$ cat src/rtl/ring_meter_pkg.sv
// Shared constants for the ring-oscillator frequency meter.
// Latency: n/a (constants only).
// Backpressure: n/a.
package ring_meter_pkg;

   // Measurement FSM encoding
   localparam logic [0:0] ST_SETTLE = 1'b0;
   localparam logic [0:0] ST_GATE   = 1'b1;

   // Cycles spent settling after reset or a ring re-selection
   localparam int SETTLE_LEN = 8;
   localparam int SETTLE_W   = 3;
   localparam logic [SETTLE_W-1:0] SETTLE_LAST = 3'(SETTLE_LEN - 1);

   // Flop count of the asynchronous input synchroniser
   localparam int SYNC_DEPTH = 2;

endpackage

$ cat src/rtl/sync2.sv
// Single-bit multi-flop synchroniser for asynchronous input pins, reset to 0.
// Latency: SYNC_DEPTH clocks from input sample to output.
// Backpressure: none; free-running every clock.
module sync2 import ring_meter_pkg::*; (
   input  logic i_clk,
   input  logic i_rst,
   input  logic i_d,
   output logic o_q
);

   logic [SYNC_DEPTH-1:0] stage_q;
   logic [SYNC_DEPTH-1:0] stage_d;

   // shift the raw input one stage deeper each clock
   always_comb begin
      stage_d = {stage_q[SYNC_DEPTH-2:0], i_d};
   end

   // synchroniser chain, cleared on reset
   always_ff @(posedge i_clk) begin
      if (i_rst) begin
         stage_q <= '0;
      end else begin
         stage_q <= stage_d;
      end
   end

   assign o_q = stage_q[SYNC_DEPTH-1];

endmodule

$ cat src/rtl/ring_meter.sv
// Counts rising edges of the selected ring over a 2^pGATE_LOG2-clock gate and publishes the count.
// Latency: ring edge counted 3 clocks after first sample; o_valid the cycle after the terminal gate cycle.
// Backpressure: none; results are overwritten each window, a selection change restarts measurement.
module ring_meter import ring_meter_pkg::*; #(
   parameter int pGATE_LOG2 = 12,
   parameter int pCNT_W     = 16,
   parameter int pGRAY      = 1
) (
   input  logic       i_clk,
   input  logic       i_rst,
   input  logic [5:0] i_sel,
   input  logic       i_ring,
   input  logic       i_hi,
   output logic [7:0] o_data,
   output logic       o_valid,
   output logic       o_busy
);

   localparam logic [pCNT_W-1:0]     CNT_MAX  = {pCNT_W{1'b1}};
   localparam logic [pGATE_LOG2-1:0] GATE_MAX = {pGATE_LOG2{1'b1}};

   logic                  ring_s;
   logic                  edge_q,   edge_d;
   logic                  rise;
   logic [5:0]            sel_q,    sel_d;
   logic                  sel_chg;
   logic [0:0]            state_q,  state_d;
   logic [SETTLE_W-1:0]   settle_q, settle_d;
   logic [pGATE_LOG2-1:0] gate_q,   gate_d;
   logic [pCNT_W-1:0]     cnt_q,    cnt_d;
   logic [15:0]           result_q, result_d;
   logic                  valid_q,  valid_d;
   logic [pCNT_W-1:0]     cnt_inc;
   logic [15:0]           cnt_ext;
   logic [15:0]           result_enc;

   sync2 u_sync (
      .i_clk (i_clk),
      .i_rst (i_rst),
      .i_d   (i_ring),
      .o_q   (ring_s)
   );

   // edge detect on the synchronised ring, plus selection change detect
   always_comb begin
      edge_d  = ring_s;
      rise    = ring_s & ~edge_q;
      sel_d   = i_sel;
      sel_chg = (i_sel != sel_q);
   end

   // saturating count including this cycle's edge, widened and optionally Gray-coded
   always_comb begin
      if (cnt_q == CNT_MAX) begin
         cnt_inc = cnt_q;
      end else begin
         cnt_inc = cnt_q + pCNT_W'(rise);
      end
      cnt_ext = 16'(cnt_inc);
      if (pGRAY != 0) begin
         result_enc = cnt_ext ^ (cnt_ext >> 1);
      end else begin
         result_enc = cnt_ext;
      end
   end

   // settle / gate sequencing; a selection change overrides everything,
   // including a coincident terminal count, so an aborted window never publishes
   always_comb begin
      state_d  = state_q;
      settle_d = settle_q;
      gate_d   = gate_q;
      cnt_d    = cnt_q;
      result_d = result_q;
      valid_d  = 1'b0;
      if (sel_chg) begin
         state_d  = ST_SETTLE;
         settle_d = '0;
         gate_d   = '0;
         cnt_d    = '0;
      end else if (state_q == ST_SETTLE) begin
         gate_d = '0;
         cnt_d  = '0;
         if (settle_q == SETTLE_LAST) begin
            state_d  = ST_GATE;
            settle_d = '0;
         end else begin
            settle_d = settle_q + SETTLE_W'(1);
         end
      end else begin
         if (gate_q == GATE_MAX) begin
            // terminal cycle: publish and start the next window back-to-back
            result_d = result_enc;
            valid_d  = 1'b1;
            cnt_d    = '0;
            gate_d   = '0;
         end else begin
            cnt_d  = cnt_inc;
            gate_d = gate_q + pGATE_LOG2'(1);
         end
      end
   end

   // state registers; sel_q loads the live selection during reset so that
   // the first measurement after reset is not restarted by a stale copy
   always_ff @(posedge i_clk) begin
      if (i_rst) begin
         edge_q   <= 1'b0;
         sel_q    <= i_sel;
         state_q  <= ST_SETTLE;
         settle_q <= '0;
         gate_q   <= '0;
         cnt_q    <= '0;
         result_q <= '0;
         valid_q  <= 1'b0;
      end else begin
         edge_q   <= edge_d;
         sel_q    <= sel_d;
         state_q  <= state_d;
         settle_q <= settle_d;
         gate_q   <= gate_d;
         cnt_q    <= cnt_d;
         result_q <= result_d;
         valid_q  <= valid_d;
      end
   end

   assign o_data  = i_hi ? result_q[15:8] : result_q[7:0];
   assign o_valid = valid_q;
   assign o_busy  = (state_q == ST_SETTLE);

endmodule

$ cat config.mk
export PLATFORM = sky130hd
export DESIGN_NAME = ring_meter
export DESIGN_NICKNAME = d
export VERILOG_FILES = /design/src/rtl/ring_meter_pkg.sv /design/src/rtl/sync2.sv /design/src/rtl/ring_meter.sv
export SDC_FILE = /design/constraint.sdc
export NUM_CORES = 1
export LEC_CHECK = 0
export BUFFER_PORTS_ARGS = -buffer_cell sky130_fd_sc_hd__buf_2
export CAP_MARGIN = 20
export CORE_MARGIN = 10
export CORE_UTILIZATION = 50
export CTS_CLUSTER_DIAMETER = 30
export DETAILED_ROUTE_END_ITERATION = 10
export PLACE_DENSITY = 0.67
export RECOVER_POWER = 25
export SETUP_SLACK_MARGIN = 0.2
export SYNTH_ARGS = -nofsm -noshare
export SYNTH_HDL_FRONTEND = slang
export SYNTH_SLANG_ARGS = --single-unit
$ cat constraint.sdc
create_clock -name i_clk -period 5.15 [get_ports i_clk]
set_clock_uncertainty 0.05 [all_clocks]
set_input_delay 0.515 -clock i_clk [delete_from_list [all_inputs] [get_ports i_clk]]
set_output_delay 0.515 -clock i_clk [all_outputs]
set_load 0.005 [all_outputs]
==> summary.txt, run 1 <==
Layout
  • Share of final-layout standard cells stronger than drive strength 1: around 14%
  • Final design utilization: 57.0%
  • P&R area growth vs syn: 11.4%
  • Non-filler cells, final: slightly above 400
  • Final net count: about 340
  • N_diodes: 0
  • Commonest non-fill, non-tap cells in the layout: sky130_fd_sc_hd__dfxtp_1, sky130_fd_sc_hd__nor2_1, sky130_fd_sc_hd__nand2_1
  • Leading cell type in the layout, fill and taps excluded: sky130_fd_sc_hd__dfxtp_1

Placed design
  • Final weighted congestion in routability-driven placement: 0.823
  • Post-detail-place hpwl: 3.95 mm
  • DP Cell Count: 388
  • Number of buffers inserted by port buffering: 19

Timing
  • Max Freq: 384 MHz
  • Final worst path period share: around half
  • Number of pins exceeding their max-slew limit in the final report: 0
  • Endpoints failing hold: 0
  • RSZ-0062 raised after global routing: false
  • Count of final setup violators: 0
  • Headroom to the max-slew limit: about a third
  • Smallest hold slack: 0.270 ns
  • Final min period: between 2 and 3 ns
  • Measured slew at the worst slew-check pin: just over 1 ns
  • Setup TNS: 0 ns

Global routing
  • Maximum number of pins on one net before global-route repair: 27
  • Initial antenna violation count: 0
  • Wire length of the first global-routing pass: 9.55 mm
  • Grt ovf: 0
  • Global-route usage over all layers: a little over an eighth
  • Number of global-route vias before repair: 2115

Synthesis
  • Share of async-settable or async-resettable flops after synthesis: 0%
  • Count of flip-flops with a built-in enable after synthesis: 0
  • Syn Inst Count: 309
  • Total of flip-flops plus latches after synthesis: 58
  • Unique cell type count in the Yosys netlist: 44
  • Flip-flop cell with the highest count after synthesis: sky130_fd_sc_hd__dfxtp_1
  • Number of nets produced by synthesis: ~320
  • Post-synthesis cell area: ~2800 um^2
  • Total of warnings raised by yosys: 0
  • Mean post-synth cell area: about 9 um^2
  • Sequential element share of the synthesized area: between 40% and 50%

Power and ir drop
  • Internal power: slightly below 0.0008 W
  • Maximum vdd ir drop: 0.000266 V
  • Combinational share of power: between 1.5 and 2%
  • Leakage Power: roughly 1.0 nW
  • Switching power of the nets: approximately 0.0002 W
  • Cell Pwr Density: 314 nW/um^2
  • Sequential share of power: a little under half
  • Clock power share: 51.8%
  • Switching share of power: 20.3%

Worst setup path
  • CP startpoint kind: register
  • Kind of critical path: register to register
  • Data arrival time at the worst-slack endpoint: between 2 and 3 ns
  • Kind of end point of the critical path: register
  • Critical path fanouts, max: 8
  • Register-to-register setup slack: 2.55 ns
  • Worst endpoint required time: 5.35 ns

Die
  • Overall die height: around 95 um
  • Die ar.: ~9000 um^2
  • Core outline area: between 5000 and 6000 um^2
  • Die width: between 90 and 100 um
  • Top-level port count: 20
  • Starting utilization of the core area: roughly 51%
  • Rows: 27

Routing
  • Iter 0 DRT Violations: 145
  • Wire length per cell after detailed routing: ~14 um
  • Number of vias in the routed layout: ~2200
  • Via-to-Cell Ratio: roughly 5.4
  • Aggregate routed wire length: about 5.6 mm
  • Remaining antenna violation count after routing: 0
  • Total DRC errors in the routed layout: 0
  • Router iterations before antenna repair: 4

Clock tree
  • Clock buffer count from CTS: 9
  • TritonCTS clock tree: yes
  • CTS Buffer Depth: 2
  • Clock tree sinks: 58
  • Count of buffers added by post-CTS timing repair for setup: 0
  • Clock input transition at the sequential cells of the worst setup and hold paths: roughly 0.070 ns
  • H-Tree Level Count: 3
  • Quantity of hold-fixing buffers added after cts: 0
  • Root Buffer: sky130_fd_sc_hd__clkbuf_8
  • Post-cts resize count: 0
  • Clock latency at the later pin of the worst-skew pair: around 0.34 ns

Flow run
  • Max cap viols: 0

Outcome
  • Run status: finished, final reports clean

Hold path
  • Kind of path behind the tightest hold check: input pin to register
sequential cells by signal, indices dropped and copies added (netlist names), named ones only:
name	flops
u_sync.stage_q	2
result_q	16
edge_q	1
state_q	1
o_valid	1
settle_q	3
cnt_q	14
gate_q	12
sel_q	6
area by class of cell:
cell class / instances / area [um^2]
clock buffers: 9 / 124
repair buffers: 21 / 100
inverters: 6 / 22.5
clock inverters: 7 / 116
flip-flops and latches: 58 / 1160
well taps: 72 / 90.1
fillers: 511 / 2350
multi-input cells: 231 / 1510
logic make-up (layout without fill, tap and decap cells):
| logic type | Yosys count | in the layout | synth area share, % |
|---|---|---|---|
| adder cells (fa/ha/maj) | 5 | 5 | 2.23 |
| AND/OR/NAND/NOR | 142 | 142 | 25.5 |
| buffers and inverters | 20 | 43 | 4.73 |
| flip-flops | 58 | 58 | 41.4 |
| AO/OA/AOI/OAI | 34 | 34 | 8.58 |
| XOR/XNOR | 34 | 34 | 11.4 |
| multiplexers | 16 | 16 | 6.07 |
synth_stat cells (all sizes together) (3+ instances only):
cell type	count	area share (%)
o22ai	3	0.67
or4	4	1.2
a21oi	6	1.1
mux2i	8	2.9
nor4	5	2.2
dfxtp	58	41
nand4	9	2.5
nor2	54	7.3
a211oi	4	1.1
nand2	27	3.6
o21ai	9	1.6
inv	5	0.67
xor2	12	3.8
nor3	12	2.1
mux2	8	3.2
buf	8	2.8
nor2b	4	0.89
xnor2	22	7.7
nand3	18	3.2
o221ai	3	0.94
clkbuf	6	1.2
ha	5	2.2
critical path, cell delays in order, from the launching register on:
cell,delay (ns)
sky130_fd_sc_hd__dfxtp_1,0.32
sky130_fd_sc_hd__nor2b_1,0.18
sky130_fd_sc_hd__ha_1,0.32
sky130_fd_sc_hd__and2_0,0.31
sky130_fd_sc_hd__nand2_1,0.12
sky130_fd_sc_hd__or4_1,0.54
sky130_fd_sc_hd__xor2_1,0.33
sky130_fd_sc_hd__xnor2_1,0.12
sky130_fd_sc_hd__a211oi_1,0.24
through the flow:
step | worst slack [ns] | power (W) | instance area, um^2
global route | 2.31 | 0.00101 | 3120
detailed placement | 2.59 | 0.000483 | 2890
CTS | 2.58 | 0.000992 | 3130
global placement | 2.70 | 0.000482 | 2890
finish | 2.55 | 0.000979 | 3120
floorplan | 2.87 | 0.000477 | 2800
final timing paths:
check                                                   from                      endpoint  cells after the start
worst min register to register  u_sync.stage_q[0]$_SDFF_PP0_  u_sync.stage_q[1]$_SDFF_PP0_                      1
worst min-delay path                                i_sel[3]              sel_q[3]$_DFF_P_                      1
worst max register to register  u_sync.stage_q[1]$_SDFF_PP0_     result_q[12]$_SDFFE_PP0P_                      8
worst max-delay path            u_sync.stage_q[1]$_SDFF_PP0_     result_q[12]$_SDFFE_PP0P_                      8
power by group through the flow:
| stage | sequential, W | clock (W) | combinational, W |
|---|---|---|---|
| final | 0.000453 | 0.000507 | 0.0000183 |
| after floorplan | 0.000463 | 0 | 0.0000133 |
| after detailed placement | 0.000463 | 0 | 0.0000192 |
| after CTS | 0.000453 | 0.000519 | 0.0000193 |
| after global placement | 0.000463 | 0 | 0.0000190 |
| after global routing | 0.000453 | 0.000535 | 0.0000205 |
metal layers:
metal	routed length, um	vias to the layer above	part of all wire (%)	GRT usage [%]
li1	-	1111	-	-
met1	2570	1021	46	15.3
met2	2670	43	48	21.7
met3	238	13	4.2	4.60
met4	130	0	2.3	6.73
met5	0	-	0	0
Power figures use the tool's default switching activity.
==> inputs of run 2 (changes only) <==
ABC_AREA = 1   (was not set)
clock period = 2.5 ns   (was 5.15 ns; I/O delays follow)
==> run 2 against run 1 <==
Via count grew 21%. Largest power group is now registers. Combinational power increased to 3.0 times the previous value. Fmax rose by 26%. Critical endpoint is now result_q[14]$_SDFFE_PP0P_. Non-clock buffer count is 6 higher. Final cell count is 34% higher. Sequential share of layout area down 3.1 points. Utilization increased by 0.74 points. Wire length up 14%.
==> summary.txt, run 2 <==
Outcome
  • Run status: finished, final reports clean (unchanged)

Die
  • Starting utilization of the core area: 51.3% (was 51.2%)
  • Core outline area: 5890 um^2 (was 5470 um^2)
  • Top-level port count: 20 (unchanged)
  • Overall die height: 97.7 um (was 94.9 um)
  • Rows: 28 (was 27)
  • Die ar.: 9540 um^2 (was 9000 um^2)
  • Die width: 97.7 um (was 94.9 um)

Clock tree
  • CTS Buffer Depth: 2 (unchanged)
  • Clock tree sinks: 58 (unchanged)
  • Clock latency at the later pin of the worst-skew pair: 0.33 ns (was 0.34 ns)
  • Clock buffer count from CTS: 9 (unchanged)
  • H-Tree Level Count: 3 (unchanged)
  • TritonCTS clock tree: yes (unchanged)
  • Post-cts resize count: 0 (unchanged)
  • Clock input transition at the sequential cells of the worst setup and hold paths: 0.06 ns (was 0.07 ns)
  • Root Buffer: sky130_fd_sc_hd__clkbuf_8 (unchanged)

Timing
  • Max Freq: 486 MHz (was 384 MHz)
  • Final worst path period share: 82.3% (was 50.5%)
  • Measured slew at the worst slew-check pin: 0.568 ns (was 1.03 ns)
  • Worst Slack Setup Final: 0.443 ns (was 2.55 ns)
  • Final min period: 2.06 ns (was 2.60 ns)
  • RSZ-0062 raised after global routing: false (unchanged)
  • Count of final setup violators: 0 (unchanged)
  • Endpoints failing hold: 0 (unchanged)
  • Headroom to the max-slew limit: 62.1% (was 31.6%)
  • Smallest hold slack: 0.0713 ns (was 0.270 ns)
  • Number of pins exceeding their max-slew limit in the final report: 0 (unchanged)
  • Setup TNS: 0 ns (unchanged)

Layout
  • Final design utilization: 57.8% (was 57.0%)
  • N_diodes: 0 (unchanged)
  • Leading cell type in the layout, fill and taps excluded: sky130_fd_sc_hd__nand2_1 (was sky130_fd_sc_hd__dfxtp_1)
  • Regs by FF count: result_q x16, cnt_q x14, gate_q x12 (unchanged)
  • Number of flip-flops in the largest register: 16 (unchanged)
  • Fill cell instance count of the final layout: 588 (was 511)
  • Register containing the most flip-flops in the final layout: result_q (unchanged)
  • P&R area growth vs syn: 12.7% (was 11.4%)
  • Share of final-layout standard cells stronger than drive strength 1: 11.6% (was 13.9%)
  • Final net count: 477 (was 342)
  • Commonest non-fill, non-tap cells in the layout: sky130_fd_sc_hd__nand2_1, sky130_fd_sc_hd__nor2_1, sky130_fd_sc_hd__dfxtp_1 (was sky130_fd_sc_hd__dfxtp_1, sky130_fd_sc_hd__nor2_1, sky130_fd_sc_hd__nand2_1)

Power and ir drop
  • Maximum vdd ir drop: 0.000295 V (was 0.000266 V)
  • Cell Pwr Density: 552 nW/um^2 (was 314 nW/um^2)
  • Leakage Power: 1.43 nW (was 1.05 nW)
  • Overall power of the completed layout: 0.00188 W (was 0.000979 W)

Placed design
  • Post-detail-place hpwl: 4.69 mm (was 3.95 mm)
  • Final weighted congestion in routability-driven placement: 0.867 (was 0.823)
  • Minimum setup slack after placement: 0.477 ns (was 2.59 ns)
  • Number of buffers inserted by port buffering: 19 (unchanged)

Routing
  • Router iterations before antenna repair: 4 (unchanged)
  • Number of vias in the routed layout: 2646 (was 2188)
  • Iter 0 DRT Violations: 129 (was 145)
  • Wire length per cell after detailed routing: 11.8 um (was 13.9 um)
  • Total DRC errors in the routed layout: 0 (unchanged)
  • Via-to-Cell Ratio: 4.89 (was 5.42)
  • Aggregate routed wire length: 6.39 mm (was 5.61 mm)
  • Remaining antenna violation count after routing: 0 (unchanged)

Synthesis
  • Most area-consuming cells after synthesis: sky130_fd_sc_hd__dfxtp_1, sky130_fd_sc_hd__nand2_1, sky130_fd_sc_hd__nor2_1, sky130_fd_sc_hd__nand3_1, sky130_fd_sc_hd__inv_1 (was sky130_fd_sc_hd__dfxtp_1, sky130_fd_sc_hd__nor2_1, sky130_fd_sc_hd__xnor2_1, sky130_fd_sc_hd__xor2_1, sky130_fd_sc_hd__nand2_1)
  • Sequential element share of the synthesized area: 38.5% (was 41.4%)
  • Share of async-settable or async-resettable flops after synthesis: 0% (unchanged)
  • Syn Inst Count: 433 (was 309)
  • Total of warnings raised by yosys: 0 (unchanged)
  • Post-synthesis cell area: 3020 um^2 (was 2800 um^2)
  • Most numerous cell types in the synthesized netlist: sky130_fd_sc_hd__nand2_1, sky130_fd_sc_hd__nor2_1, sky130_fd_sc_hd__dfxtp_1, sky130_fd_sc_hd__inv_1, sky130_fd_sc_hd__nand3_1 (was sky130_fd_sc_hd__dfxtp_1, sky130_fd_sc_hd__nor2_1, sky130_fd_sc_hd__nand2_1, sky130_fd_sc_hd__xnor2_1, sky130_fd_sc_hd__nand3_1)
  • Flip-flop cell with the highest count after synthesis: sky130_fd_sc_hd__dfxtp_1 (unchanged)
  • Unique cell type count in the Yosys netlist: 30 (was 44)
  • Share of the synthesized area in the top cell type: 38.5% (was 41.4%)
  • Mean post-synth cell area: 6.97 um^2 (was 9.07 um^2)
  • Top-count cell post-synth: sky130_fd_sc_hd__nand2_1 (was sky130_fd_sc_hd__dfxtp_1)
  • Cell taking the most area after synthesis: sky130_fd_sc_hd__dfxtp_1 (unchanged)
  • Total of flip-flops plus latches after synthesis: 58 (unchanged)
  • Count of flip-flops with a built-in enable after synthesis: 0 (unchanged)
  • Number of nets produced by synthesis: 448 (was 324)

Flow run
  • Max cap viols: 0 (unchanged)

Global routing
  • Grt ovf: 0 (unchanged)
  • Maximum number of pins on one net before global-route repair: 27 (unchanged)
  • Wire length of the first global-routing pass: 11.0 mm (was 9.55 mm)
  • Initial antenna violation count: 0 (unchanged)
  • Global-route usage over all layers: 13.9% (was 13.4%)
  • Number of global-route vias before repair: 2525 (was 2115)

Worst setup path
  • Critical path fanouts, max: 5 (was 8)
  • CP startpoint kind: register (unchanged)
  • Data arrival time at the worst-slack endpoint: 2.28 ns (was 2.80 ns)
  • Worst endpoint required time: 2.73 ns (was 5.35 ns)
  • Kind of end point of the critical path: register (unchanged)
  • Kind of critical path: register to register (unchanged)

Hold path
  • Kind of path behind the tightest hold check: input pin to register (unchanged)
run 2: final cells by class:
cell class                      count  area [um^2]  area share [%]
Multi-Input combinational cell    319         1610            47.5
Inverter                           47          176            5.19
Tap cell                           75         93.8            2.76
Clock inverter                      2         35.0            1.03
Timing Repair Buffer               27          151            4.45
Sequential cell                    58         1160            34.1
Clock buffer                       13          169            4.97
run 2: final timing paths:
kind         depth (start not counted)                            to                    startpoint  slack (ns)
max                                 11     result_q[14]$_SDFFE_PP0P_  u_sync.stage_q[1]$_SDFF_PP0_        0.44
min reg2reg                          2  u_sync.stage_q[1]$_SDFF_PP0_  u_sync.stage_q[0]$_SDFF_PP0_        0.38
max reg2reg                         11     result_q[14]$_SDFFE_PP0P_  u_sync.stage_q[1]$_SDFF_PP0_        0.44
min                                  3  u_sync.stage_q[0]$_SDFF_PP0_                        i_ring        0.07
run 2: cells by family (layout without fill, tap and decap cells):
group           count (synthesis)  count (layout)  synth area share (%)
mux                             2               2                 0.747
compound gates                 37              37                  7.30
flops                          58              58                  38.5
buf+inv                        56              89                  8.00
fa+ha+maj                       5               5                  2.07
xor+xnor                       15              15                  4.36
simple gates                  260             260                  39.0
run 2: routing by layer:
| layer | up-vias | part of all wire (%) | GRT usage, % | wire length, um |
|---|---|---|---|---|
| met5 | - | 0 | 0 | 0 |
| met4 | 0 | 2.0 | 7.27 | 130 |
| met3 | 13 | 3.1 | 3.70 | 200 |
| met2 | 27 | 49 | 23.8 | 3160 |
| met1 | 1186 | 45 | 15.2 | 2900 |
| li1 | 1420 | - | - | - |
run 2: through the flow:
stage | cells | cell area [um^2]
after floorplan | 433 | 3020
after global placement | 520 | 3160
after detailed placement | 520 | 3160
after CTS | 541 | 3420
after global routing | 541 | 3400
final | 541 | 3400
run 2: where the power goes:
part	total [W]	switching [W]	internal, W
logic	0.0000540	0.0000315	0.0000225
registers	0.000934	0.00000284	0.000932
clock network	0.000888	0.000353	0.000535
run 2: repair_timing:
| item | CTS | global route |
|---|---|---|
| setup endpoints to repair | 0 | 0 |
| hold buffers | 6 | 0 |
| buffers inserted | 0 | 0 |
| endpoints found under the hold margin | 6 | 0 |
run 2: worst max-delay path: stages (launching register included):
cell	delay, ns
sky130_fd_sc_hd__dfxtp_1	0.31
sky130_fd_sc_hd__inv_1	0.06
sky130_fd_sc_hd__nor2_1	0.15
sky130_fd_sc_hd__ha_1	0.30
sky130_fd_sc_hd__inv_1	0.06
sky130_fd_sc_hd__nor2_1	0.27
sky130_fd_sc_hd__nand2_1	0.15
sky130_fd_sc_hd__o21ai_1	0.19
sky130_fd_sc_hd__nand3_1	0.15
sky130_fd_sc_hd__nor2_1	0.16
sky130_fd_sc_hd__nor2_1	0.07
sky130_fd_sc_hd__nor2_1	0.07
==> inputs of run 3 (changes only) <==
ABC_AREA = 0   (was 1)
PLACE_DENSITY = 0.7   (was 0.67)
clock period = 1.69 ns   (was 2.5 ns; I/O delays follow)
==> run 3 against run 2 <==
The flow now finishes with violations (setup timing). Cell area up 40%. Sequential power up 48%. Utilization up 29 points. Worst setup slack got worse by 0.80 ns. Critical path type unchanged. Critical endpoint is now result_q[4]$_SDFFE_PP0P_. Largest cell class unchanged. Largest power group is now clock.
==> summary.txt, run 3 (synthesis gave the netlist of run 1 again) <==
Outcome
  • Run status: finished with violations (was finished, final reports clean)
  • Violations in the final reports: setup timing

Global routing
  • Global-route usage over all layers: 21.1% (was 13.9%)
  • Initial antenna violation count: 0 (unchanged)
  • Number of global-route vias before repair: 2947 (was 2525)
  • Wire length of the first global-routing pass: 14.6 mm (was 11.0 mm)
  • Maximum number of pins on one net before global-route repair: 19 (was 27)
  • Gr busiest metal: met2 (unchanged)
  • Met2 Usage GRT: 38.2% (was 23.8%)
  • GR Layer Usage met3: 5.15% (was 3.70%)
  • Grt ovf: 0 (unchanged)
  • Fraction of met1 tracks used by global routing: 22.8% (was 15.2%)

Die
  • Overall die height: 94.9 um (was 97.7 um)
  • Die width: 94.9 um (was 97.7 um)
  • Die ar.: 9000 um^2 (was 9540 um^2)
  • Starting utilization of the core area: 51.2% (was 51.3%)
  • Core outline area: 5470 um^2 (was 5890 um^2)
  • Rows: 27 (was 28)
  • Top-level port count: 20 (unchanged)

Clock tree
  • Clock latency at the later pin of the worst-skew pair: 0.35 ns (was 0.33 ns)
  • CTS Buffer Depth: 2 (unchanged)
  • TritonCTS clock tree: yes (unchanged)
  • Clock buffer count from CTS: 9 (unchanged)
  • Clock input transition at the sequential cells of the worst setup and hold paths: 0.07 ns (was 0.06 ns)
  • H-Tree Level Count: 3 (unchanged)
  • Root Buffer: sky130_fd_sc_hd__clkbuf_8 (unchanged)
  • Clock tree sinks: 58 (unchanged)

Placed design
  • Final weighted congestion in routability-driven placement: 0.867 (about the same)
  • Number of buffers inserted by port buffering: 19 (unchanged)
  • DP Cell Count: 456 (was 520)
  • Post-detail-place hpwl: 5.19 mm (was 4.69 mm)
  • Minimum setup slack after placement: -0.339 ns (was 0.477 ns)

Routing
  • Via-to-Cell Ratio: 5.85 (was 4.89)
  • Total DRC errors in the routed layout: 0 (unchanged)
  • Iter 0 DRT Violations: 256 (was 129)
  • Wire length per cell after detailed routing: 20.7 um (was 11.8 um)
  • Number of vias in the routed layout: 3003 (was 2646)
  • Router iterations before antenna repair: 5 (was 4)
  • Aggregate routed wire length: 10.6 mm (was 6.39 mm)
  • Remaining antenna violation count after routing: 0 (unchanged)

Worst setup path
  • CP dominant cell by count: sky130_fd_sc_hd__buf_4 (was sky130_fd_sc_hd__nor2_1)
  • Cell type group with the largest total delay on the critical path: XOR/XNOR gates (was simple AND/OR/NAND/NOR gates)
  • CP startpoint kind: register (unchanged)
  • Data arrival time at the worst-slack endpoint: 2.24 ns (was 2.28 ns)
  • Kind of critical path: register to register (unchanged)
  • Worst endpoint required time: 1.88 ns (was 2.73 ns)
  • Crit path cell chain: nor2b_4 > ha_4 > buf_4 > buf_6 > nand4_1 > xnor2_1 > a31oi_1 > buf_4 > xor2_1 > mux2i_1 > nor2_1 (was inv_1 > nor2_1 > ha_1 > inv_1 > nor2_1 > nand2_1 > o21ai_1 > nand3_1 > nor2_1 > nor2_1 > nor2_1)
  • Slowest stage cell, crit path: sky130_fd_sc_hd__dfxtp_2 (was sky130_fd_sc_hd__dfxtp_1)
  • Critical Path Max Stage Delay: 0.33 ns (was 0.31 ns)
  • Buffer and inverter count on the worst path: 3 (was 2)
  • Kind of end point of the critical path: register (unchanged)
  • Critical path fanouts, max: 4 (was 5)

Timing
  • Final min period: 2.05 ns (was 2.06 ns)
  • Measured slew at the worst slew-check pin: 0.439 ns (was 0.568 ns)
  • RSZ-0062 raised after global routing: true (was false)
  • Number of pins exceeding their max-slew limit in the final report: 0 (unchanged)
  • Count of final setup violators: 44 (was 0)
  • Endpoints failing hold: 0 (unchanged)
  • Max Freq: 488 MHz (was 486 MHz)
  • Setup TNS: -7.24 ns (was 0 ns)
  • Worst Slack Setup Final: -0.359 ns (was 0.443 ns)
  • Final worst path period share: 121% (was 82.3%)
  • Headroom to the max-slew limit: 70.5% (was 62.1%)

Layout
  • Fill cell instance count of the final layout: 257 (was 588)
  • N_diodes: 0 (unchanged)
  • Commonest non-fill, non-tap cells in the layout: sky130_fd_sc_hd__buf_4, sky130_fd_sc_hd__dfxtp_1, sky130_fd_sc_hd__nor2_1 (was sky130_fd_sc_hd__nand2_1, sky130_fd_sc_hd__nor2_1, sky130_fd_sc_hd__dfxtp_1)
  • Number of flip-flops in the largest register: 16 (unchanged)
  • Share of final-layout standard cells stronger than drive strength 1: 55.6% (was 11.6%)
  • Final net count: 451 (was 477)
  • Non-filler cells, final: 513 (was 541)
  • P&R area growth vs syn: 69.7% (was 12.7%)
  • Leading cell type in the layout, fill and taps excluded: sky130_fd_sc_hd__buf_4 (was sky130_fd_sc_hd__nand2_1)
  • Register containing the most flip-flops in the final layout: result_q (unchanged)
  • Regs by FF count: result_q x16, cnt_q x14, gate_q x12 (unchanged)

Power and ir drop
  • Cell Pwr Density: 611 nW/um^2 (was 552 nW/um^2)
  • Maximum vdd ir drop: 0.000689 V (was 0.000295 V)
  • Leakage Power: 1.82 nW (was 1.43 nW)

Flow run
  • Max cap viols: 0 (unchanged)

Hold path
  • Kind of path behind the tightest hold check: input pin to register (unchanged)
==> run 3: changes by cell type in the layout (fill, tap and decap cells not counted), sizes merged, moves of 6 or more <==
| cell | delta |
|---|---|
| nand3 | -22 |
| o21ai | +6 |
| mux2 | +6 |
| a21oi | -26 |
| xnor2 | +20 |
| clkbuf | -11 |
| nor2 | -28 |
| inv | -42 |
| buf | +113 |
| mux2i | +8 |
| nand2 | -92 |
==> run 3: worst min-delay path, cell delays in order <==
cell,delay (ns)
sky130_fd_sc_hd__buf_2,0.15
sky130_fd_sc_hd__or3_4,0.18
sky130_fd_sc_hd__nor2_2,0.03
==> run 3: final timing paths <==
check | slack [ns] | depth (start not counted) | start | end
setup / recovery | -0.36 | 11 | u_sync.stage_q[1]$_SDFF_PP0_ | result_q[4]$_SDFFE_PP0P_
hold / removal | 0.17 | 3 | i_rst | settle_q[1]$_SDFFE_PP0N_
setup reg to reg | -0.36 | 11 | u_sync.stage_q[1]$_SDFF_PP0_ | result_q[4]$_SDFFE_PP0P_
hold reg to reg | 0.39 | 1 | u_sync.stage_q[0]$_SDFF_PP0_ | u_sync.stage_q[1]$_SDFF_PP0_
==> run 3: power by group <==
| group | internal, W | switching (W) |
|---|---|---|
| sequential | 0.00137 | 0.00000539 |
| combinational | 0.0000485 | 0.0000511 |
| clock | 0.000851 | 0.000573 |
==> run 3: cell type report <==
type,instances,area [um^2],area share [%]
Multi-Input combinational cell,231,2100,44.2
Sequential cell,58,1180,24.9
Inverter,6,22.5,0.474
Timing Repair Buffer,130,1130,23.8
Clock inverter,3,43.8,0.921
Tap cell,72,90.1,1.90
Clock buffer,13,180,3.79
==> run 3: per-stage QoR <==
stage	hold slack (ns)	total power [W]	utilization, %	area [um^2]
2_1_floorplan	0.147	0.00145	-	2980
3_3_place_gp	0.247	0.00148	65.6	3590
3_5_place_dp	0.247	0.00148	65.6	3590
4_1_cts	0.205	0.00290	80.3	4400
5_1_grt	0.179	0.00298	86.9	4750
6_report	0.174	0.00290	86.9	4750
==> run 3: per-layer routing <==
layer | vias to the layer above | share of wire, %
met5 | - | 0
met4 | 0 | 5.2
met3 | 63 | 6.0
met2 | 175 | 52
met1 | 1430 | 37
li1 | 1335 | -
==> run 3: timing repair <==
action,in CTS,in global routing
setup buffers,14,15
resized for setup,75,53
hold endpoints to repair,7,0
hold buffers,7,0
endpoints found under the setup margin,42,49
pin swaps,40,32
cloned,5,0
